$ cat src/rtl/voice_scheduler.sv
// Schedules offered notes onto parallel note_player voices and counts each voice down in beats.
// Optional build macro VOICE_STEAL_EN: when all voices are busy, overwrite the voice with the smallest remaining count.
module voice_scheduler #(
    parameter int unsigned VOICES     = 3,
    parameter int unsigned NOTE_WIDTH = 6,
    parameter int unsigned DUR_WIDTH  = 6
) (
    input  logic                  clk,
    input  logic                  reset,
    input  logic                  play,
    input  logic                  beat,
    input  logic                  note_req,
    input  logic [NOTE_WIDTH-1:0] note_in,
    input  logic [DUR_WIDTH-1:0]  duration_in,
    output logic                  note_ack,
    output logic [VOICES-1:0]     load_voice,
    output logic [NOTE_WIDTH-1:0] voice_note,
    output logic [DUR_WIDTH-1:0]  voice_duration,
    output logic [VOICES-1:0]     voice_active,
    output logic [VOICES-1:0]     voice_done,
    output logic                  all_idle
);

    localparam int unsigned VIDX_W = (VOICES > 1) ? $clog2(VOICES) : 1;

    localparam logic [1:0] S_IDLE  = 2'd0;
    localparam logic [1:0] S_LOAD  = 2'd1;
    localparam logic [1:0] S_GUARD = 2'd2;

    logic [1:0]            state_q, state_d;
    logic [VIDX_W-1:0]     sel_q, sel_d;
    logic [DUR_WIDTH-1:0]  rem_q [VOICES];
    logic [DUR_WIDTH-1:0]  rem_d [VOICES];
    logic                  note_ack_q, note_ack_d;
    logic [VOICES-1:0]     load_voice_q, load_voice_d;
    logic [NOTE_WIDTH-1:0] voice_note_q, voice_note_d;
    logic [DUR_WIDTH-1:0]  voice_duration_q, voice_duration_d;
    logic [VOICES-1:0]     voice_active_q, voice_active_d;
    logic [VOICES-1:0]     voice_done_q, voice_done_d;
    logic                  all_idle_q, all_idle_d;

    logic                  free_found;
    logic [VIDX_W-1:0]     free_idx;
    logic                  can_accept;
    logic [VIDX_W-1:0]     pick_idx;
    logic                  load_en;

    // Voice choice from registered counts: lowest-index free voice.
    always_comb begin
        free_found = 1'b0;
        free_idx   = '0;
        for (int unsigned i = 0; i < VOICES; i++) begin
            if (!free_found && (rem_q[i] == '0)) begin
                free_found = 1'b1;
                free_idx   = VIDX_W'(i);
            end
        end
    end

`ifdef VOICE_STEAL_EN
    logic [VIDX_W-1:0]    steal_idx;
    logic [DUR_WIDTH-1:0] steal_min;

    // Smallest remaining count wins; strict compare keeps ties on the lowest index.
    always_comb begin
        steal_idx = '0;
        steal_min = rem_q[0];
        for (int unsigned i = 1; i < VOICES; i++) begin
            if (rem_q[i] < steal_min) begin
                steal_min = rem_q[i];
                steal_idx = VIDX_W'(i);
            end
        end
        can_accept = 1'b1;
        pick_idx   = free_found ? free_idx : steal_idx;
    end
`else
    always_comb begin
        can_accept = free_found;
        pick_idx   = free_idx;
    end
`endif

    // Controller next-state, counter update and registered output values.
    always_comb begin
        state_d          = state_q;
        sel_d            = sel_q;
        note_ack_d       = 1'b0;
        load_voice_d     = '0;
        voice_note_d     = voice_note_q;
        voice_duration_d = voice_duration_q;
        voice_done_d     = '0;
        voice_active_d   = '0;
        load_en          = (state_q == S_LOAD) && (voice_duration_q != '0);

        // The voice being loaded takes its duration undecremented and never reports done.
        for (int unsigned i = 0; i < VOICES; i++) begin
            rem_d[i] = rem_q[i];
            if (load_en && (sel_q == VIDX_W'(i))) begin
                rem_d[i] = voice_duration_q;
            end else if (beat && play && (rem_q[i] != '0)) begin
                rem_d[i]        = rem_q[i] - DUR_WIDTH'(1);
                voice_done_d[i] = (rem_q[i] == DUR_WIDTH'(1));
            end
            voice_active_d[i] = (rem_d[i] != '0);
        end
        all_idle_d = (voice_active_d == '0);

        case (state_q)
            S_IDLE: begin
                if (note_req && play && can_accept) begin
                    state_d          = S_LOAD;
                    sel_d            = pick_idx;
                    voice_note_d     = note_in;
                    voice_duration_d = duration_in;
                    note_ack_d       = 1'b1;
                    if (duration_in != '0) begin
                        load_voice_d = VOICES'(1) << pick_idx;
                    end
                end
            end
            S_LOAD:  state_d = S_GUARD;
            S_GUARD: state_d = S_IDLE;
            default: state_d = S_IDLE;
        endcase
    end

    always_ff @(posedge clk or posedge reset) begin
        if (reset) begin
            state_q          <= S_IDLE;
            sel_q            <= '0;
            for (int unsigned i = 0; i < VOICES; i++) begin
                rem_q[i] <= '0;
            end
            note_ack_q       <= 1'b0;
            load_voice_q     <= '0;
            voice_note_q     <= '0;
            voice_duration_q <= '0;
            voice_active_q   <= '0;
            voice_done_q     <= '0;
            all_idle_q       <= 1'b1;
        end else begin
            state_q          <= state_d;
            sel_q            <= sel_d;
            for (int unsigned i = 0; i < VOICES; i++) begin
                rem_q[i] <= rem_d[i];
            end
            note_ack_q       <= note_ack_d;
            load_voice_q     <= load_voice_d;
            voice_note_q     <= voice_note_d;
            voice_duration_q <= voice_duration_d;
            voice_active_q   <= voice_active_d;
            voice_done_q     <= voice_done_d;
            all_idle_q       <= all_idle_d;
        end
    end

    assign note_ack       = note_ack_q;
    assign load_voice     = load_voice_q;
    assign voice_note     = voice_note_q;
    assign voice_duration = voice_duration_q;
    assign voice_active   = voice_active_q;
    assign voice_done     = voice_done_q;
    assign all_idle       = all_idle_q;

endmodule
$ cat config.mk
export PLATFORM = sky130hd
export DESIGN_NAME = voice_scheduler
export DESIGN_NICKNAME = d
export VERILOG_FILES = /design/src/rtl/voice_scheduler.sv
export SDC_FILE = /design/constraint.sdc
export NUM_CORES = 1
export LEC_CHECK = 0
export ABC_AREA = 1
export ABC_CLOCK_PERIOD_IN_PS = 1800
export BUFFER_PORTS_ARGS = -buffer_cell sky130_fd_sc_hd__buf_4
export CAP_MARGIN = 0
export CORE_ASPECT_RATIO = 0.75
export CORE_MARGIN = 2
export CORE_UTILIZATION = 56
export CTS_CLUSTER_DIAMETER = 40
export DETAILED_ROUTE_END_ITERATION = 12
export GPL_TIMING_DRIVEN = 0
export MAX_ROUTING_LAYER = met4
export PLACE_DENSITY = 0.85
export SLEW_MARGIN = 20
export SYNTH_ARGS = -nofsm -noshare
export SYNTH_HDL_FRONTEND = slang
export SYNTH_SLANG_ARGS = --single-unit
export TNS_END_PERCENT = 30
$ cat constraint.sdc
create_clock -name clk -period 1.8 [get_ports clk]
set_input_delay 0.18 -clock clk [delete_from_list [all_inputs] [get_ports clk]]
set_output_delay 0.18 -clock clk [all_outputs]
set_load 0.005 [all_outputs]
==> flow_summary.toml <==
[placed_design]
gp_congestion = 0.886
port-buffer-count = 39
place_hpwl_um = 4270
dpl_cell_area_mm2 = 0.00291

[synthesis]
yosys.area_share.simple_pct = 39.7
yosys_warnings = 0
synth_top_family_by_area = "simple AND/OR/NAND/NOR gates"
synth_mux_area_share_pct = 0
seq_area_frac_synth_pct = 44.7
syn-mean-instance-area_um2 = 8.11
synthAdderAreaFrac_pct = 3.47
netlist_area_mm2 = 0.00252
synth-compound-area-share_pct = 3.02
synthCells = 311
synth_cell_types = 30
synth_seq_cells = 45
synth_xor_area_share_pct = 1.74
synth_nets = 335

[power_and_ir_drop]
p_seq_share_pct = 36.8
switchingPower_uw = 2180
clkPwrFrac_pct = 13.0
p_comb_share_pct = 50.2
p_sw_share_pct = 43.8
power_density_mw_per_mm2 = 1530
p_int_uw = 2810
ir_worst_vdd_v = 0.000773
p_leak_uw = 0.00170

[timing]
finalSetupViolCount = 0
finalHoldViolCount = 0
fin_hold_ws_ns = 0.0637
relSlewSlack_pct = 71.2
clock_skew_ns = 0.00904
period_needed_ns = 1.75
worstMarginPinSlew_ns = 0.432
fmax_mhz = 572
post-route-period-util_pct = 97.1
slew_violations = 0

[floorplanning]
pin_count = 40
dieArea_mm2 = 0.00506
fp.dieW_um = 81.5
core_area_mm2 = 0.00439
start_util_pct = 57.5
floorplan.rows = 21
die_h_um = 62.1

[worst_setup_path]
crit_path_end_kind = "flip-flop"
cpPeakStageDelay_ns = 0.42
arrival_ns = 1.95
crit_slowest_cell = "dfrtp_1"
crit_type = "reg -> reg"
startpoint = "rem_q[12]"
cp_max_fo = 10
regToRegStartpoint = "rem_q[12]"
r2r_cells = 8
critPathLaunchType = "flip-flop"
r2r_end = "load_voice[0]"
ff2ff_setup_slack_ns = 0.05
crit_chain = "inv_2, ha_4, nand3_4, buf_4, nand3_1, nand3_2, buf_2, nor4_2"
worstPathRequired_ns = 2.01

[finish]
area_growth_syn_to_layout_pct = 29.4
nets = 405
drive_above_1_share_pct = 33.0
antenna_cells = 0
fillers = 313
postLayoutCellArea_mm2 = 0.00327

[grt]
top_usage_layer = "met2"
use_met1_pct = 33.2
grt_util_met3_pct = 4.80
first_global_vias = 2175
met2_usage_pct = 40.8
grt_first_pass_wirelength_um = 9780
grt_max_degree = 27
track_usage_pct = 25.5
overflow = 0
antenna_found_initial = 0

[cts]
htreeDepth = 2
clk_pin_slew_ns = 0.09
cts_buffer_depth = 2
cts_tree = "done"
cts_sinks = 45
insertion_delay_ns = 0.31
numCtsBuffers = 5
cts-root-buf = "clkbuf_8"

[drt]
routed_wl_um = 6090
firstDrtPassIters = 4
drc = 0
avgRoutedWirePerCell_um = 13.9
antenna_left = 0
drt-initial-drc-count = 175
drt-vias-per-instance = 5.24
vias = 2299

[hold_path]
min_from = "note_in[3]"
hp-class = "in -> reg"
whs_path_depth = 3
min_to = "voice_note[3]"

[flow_run]
cap_violations = 0

[run_status]
outcome = "finished, final reports clean"
## layout make-up
cell class,count,area (um^2),area share (%)
clock buffers,5,68.8,2.11
flip-flops and latches,45,1130,34.6
multi-input cells,219,1270,39.0
repair buffers,63,513,15.7
inverters,44,168,5.13
plain buffers,3,20.0,0.613
clock inverters,3,21.3,0.651
well taps,57,71.3,2.18
## layer usage
layer	vias to the layer above	wire length (um)
li1	1118	-
met1	1099	2610
met2	74	3040
met3	8	345
met5	-	0
met4	0	93
## worst max-delay path: cells and delay by family, from the launching register on
family / cells / cell delay [ns]
AND/OR/NAND/NOR: 4 / 0.55
buffers and inverters: 3 / 0.51
flip-flops: 1 / 0.42
adder cells (fa/ha/maj): 1 / 0.17
## stage by stage
| step | setup WS, ns | TNS (ns) | instances | total power (uW) | util [%] |
|---|---|---|---|---|---|
| CTS | -0.0184 | -0.0184 | 418 | 4560 | 69.3 |
| finish | 0.0513 | 0 | 439 | 4990 | 74.5 |
| detailed placement | -0.0786 | -0.199 | 408 | 3860 | 66.3 |
| global route | -0.0902 | -0.234 | 439 | 5360 | 74.5 |
| floorplan | 0.222 | 0 | 311 | 3180 | - |
| global placement | -0.0113 | -0.0113 | 407 | 3750 | 65.8 |
## timing repair
item | CTS | global route
resized for setup | 7 | 13
hold endpoints to repair | 18 | 0
buffers inserted | 1 | 21
hold buffers | 1 | 0
pin swaps | 0 | 9
setup endpoints to repair | 11 | 17
## worst max path at each step
stage / depth (start not counted) / slack [ns] / endpoint
floorplan: 12 / 0.22 / all_idle
global placement: 12 / -0.01 / all_idle
detailed placement: 12 / -0.08 / all_idle
CTS: 12 / -0.02 / all_idle
global route: 10 / -0.09 / all_idle
finish: 8 / 0.05 / load_voice[0]
## Yosys cell counts, drive strengths merged
cell / n / area [um^2]
and2: 1 / 6.26
nand3b: 3 / 22.5
or2: 1 / 6.26
a21oi: 1 / 5.00
inv: 44 / 168
nor3: 4 / 20.0
ha: 7 / 87.6
nand4: 7 / 73.8
o21ai: 13 / 65.1
nand2: 107 / 434
xnor2: 2 / 17.5
buf: 3 / 20.0
dfstp: 1 / 26.3
dfrtp: 44 / 1100
nor4: 2 / 12.5
xor2: 3 / 26.3
nor2: 32 / 178
a31oi: 1 / 6.26
nand3: 35 / 248
## layout by cell type (no fill, tap or decap), types with 4 or more instances in the layout
cell / count
inv_2: 13
ha_1: 4
nor2_1: 18
buf_4: 61
nand2_1: 100
clkbuf_8: 5
dfrtp_1: 41
nor2_4: 6
nand3_4: 5
o21ai_1: 4
inv_1: 30
nor3_1: 4
nand2_2: 4
nand4_1: 5
o21ai_0: 9
nand3_1: 27
nor2_2: 8
## power groups by stage
| stage | clock network [uW] | logic [uW] | registers (uW) |
|---|---|---|---|
| 5_1_grt | 693 | 2780 | 1880 |
| 6_report | 651 | 2500 | 1830 |
| 4_1_cts | 652 | 2090 | 1820 |
| 3_5_place_dp | 0 | 2030 | 1830 |
| 2_1_floorplan | 0 | 1420 | 1760 |
| 3_3_place_gp | 0 | 1920 | 1830 |
## state kept, by name (all words and copies together) (netlist names)
| register | cells |
|---|---|
| state_q | 2 |
| voice_active | 3 |
| note_ack | 1 |
| all_idle | 1 |
| voice_done | 3 |
| voice_note | 6 |
| rem_q | 18 |
| voice_duration | 6 |
| sel_q | 2 |
| load_voice | 3 |
## logic make-up after synthesis
group / after synthesis
AND/OR/NAND/NOR: 192
buffers and inverters: 47
flip-flops: 45
AO/OA/AOI/OAI: 15
adder cells (fa/ha/maj): 7
XOR/XNOR: 5
Power figures use the tool's default switching activity.
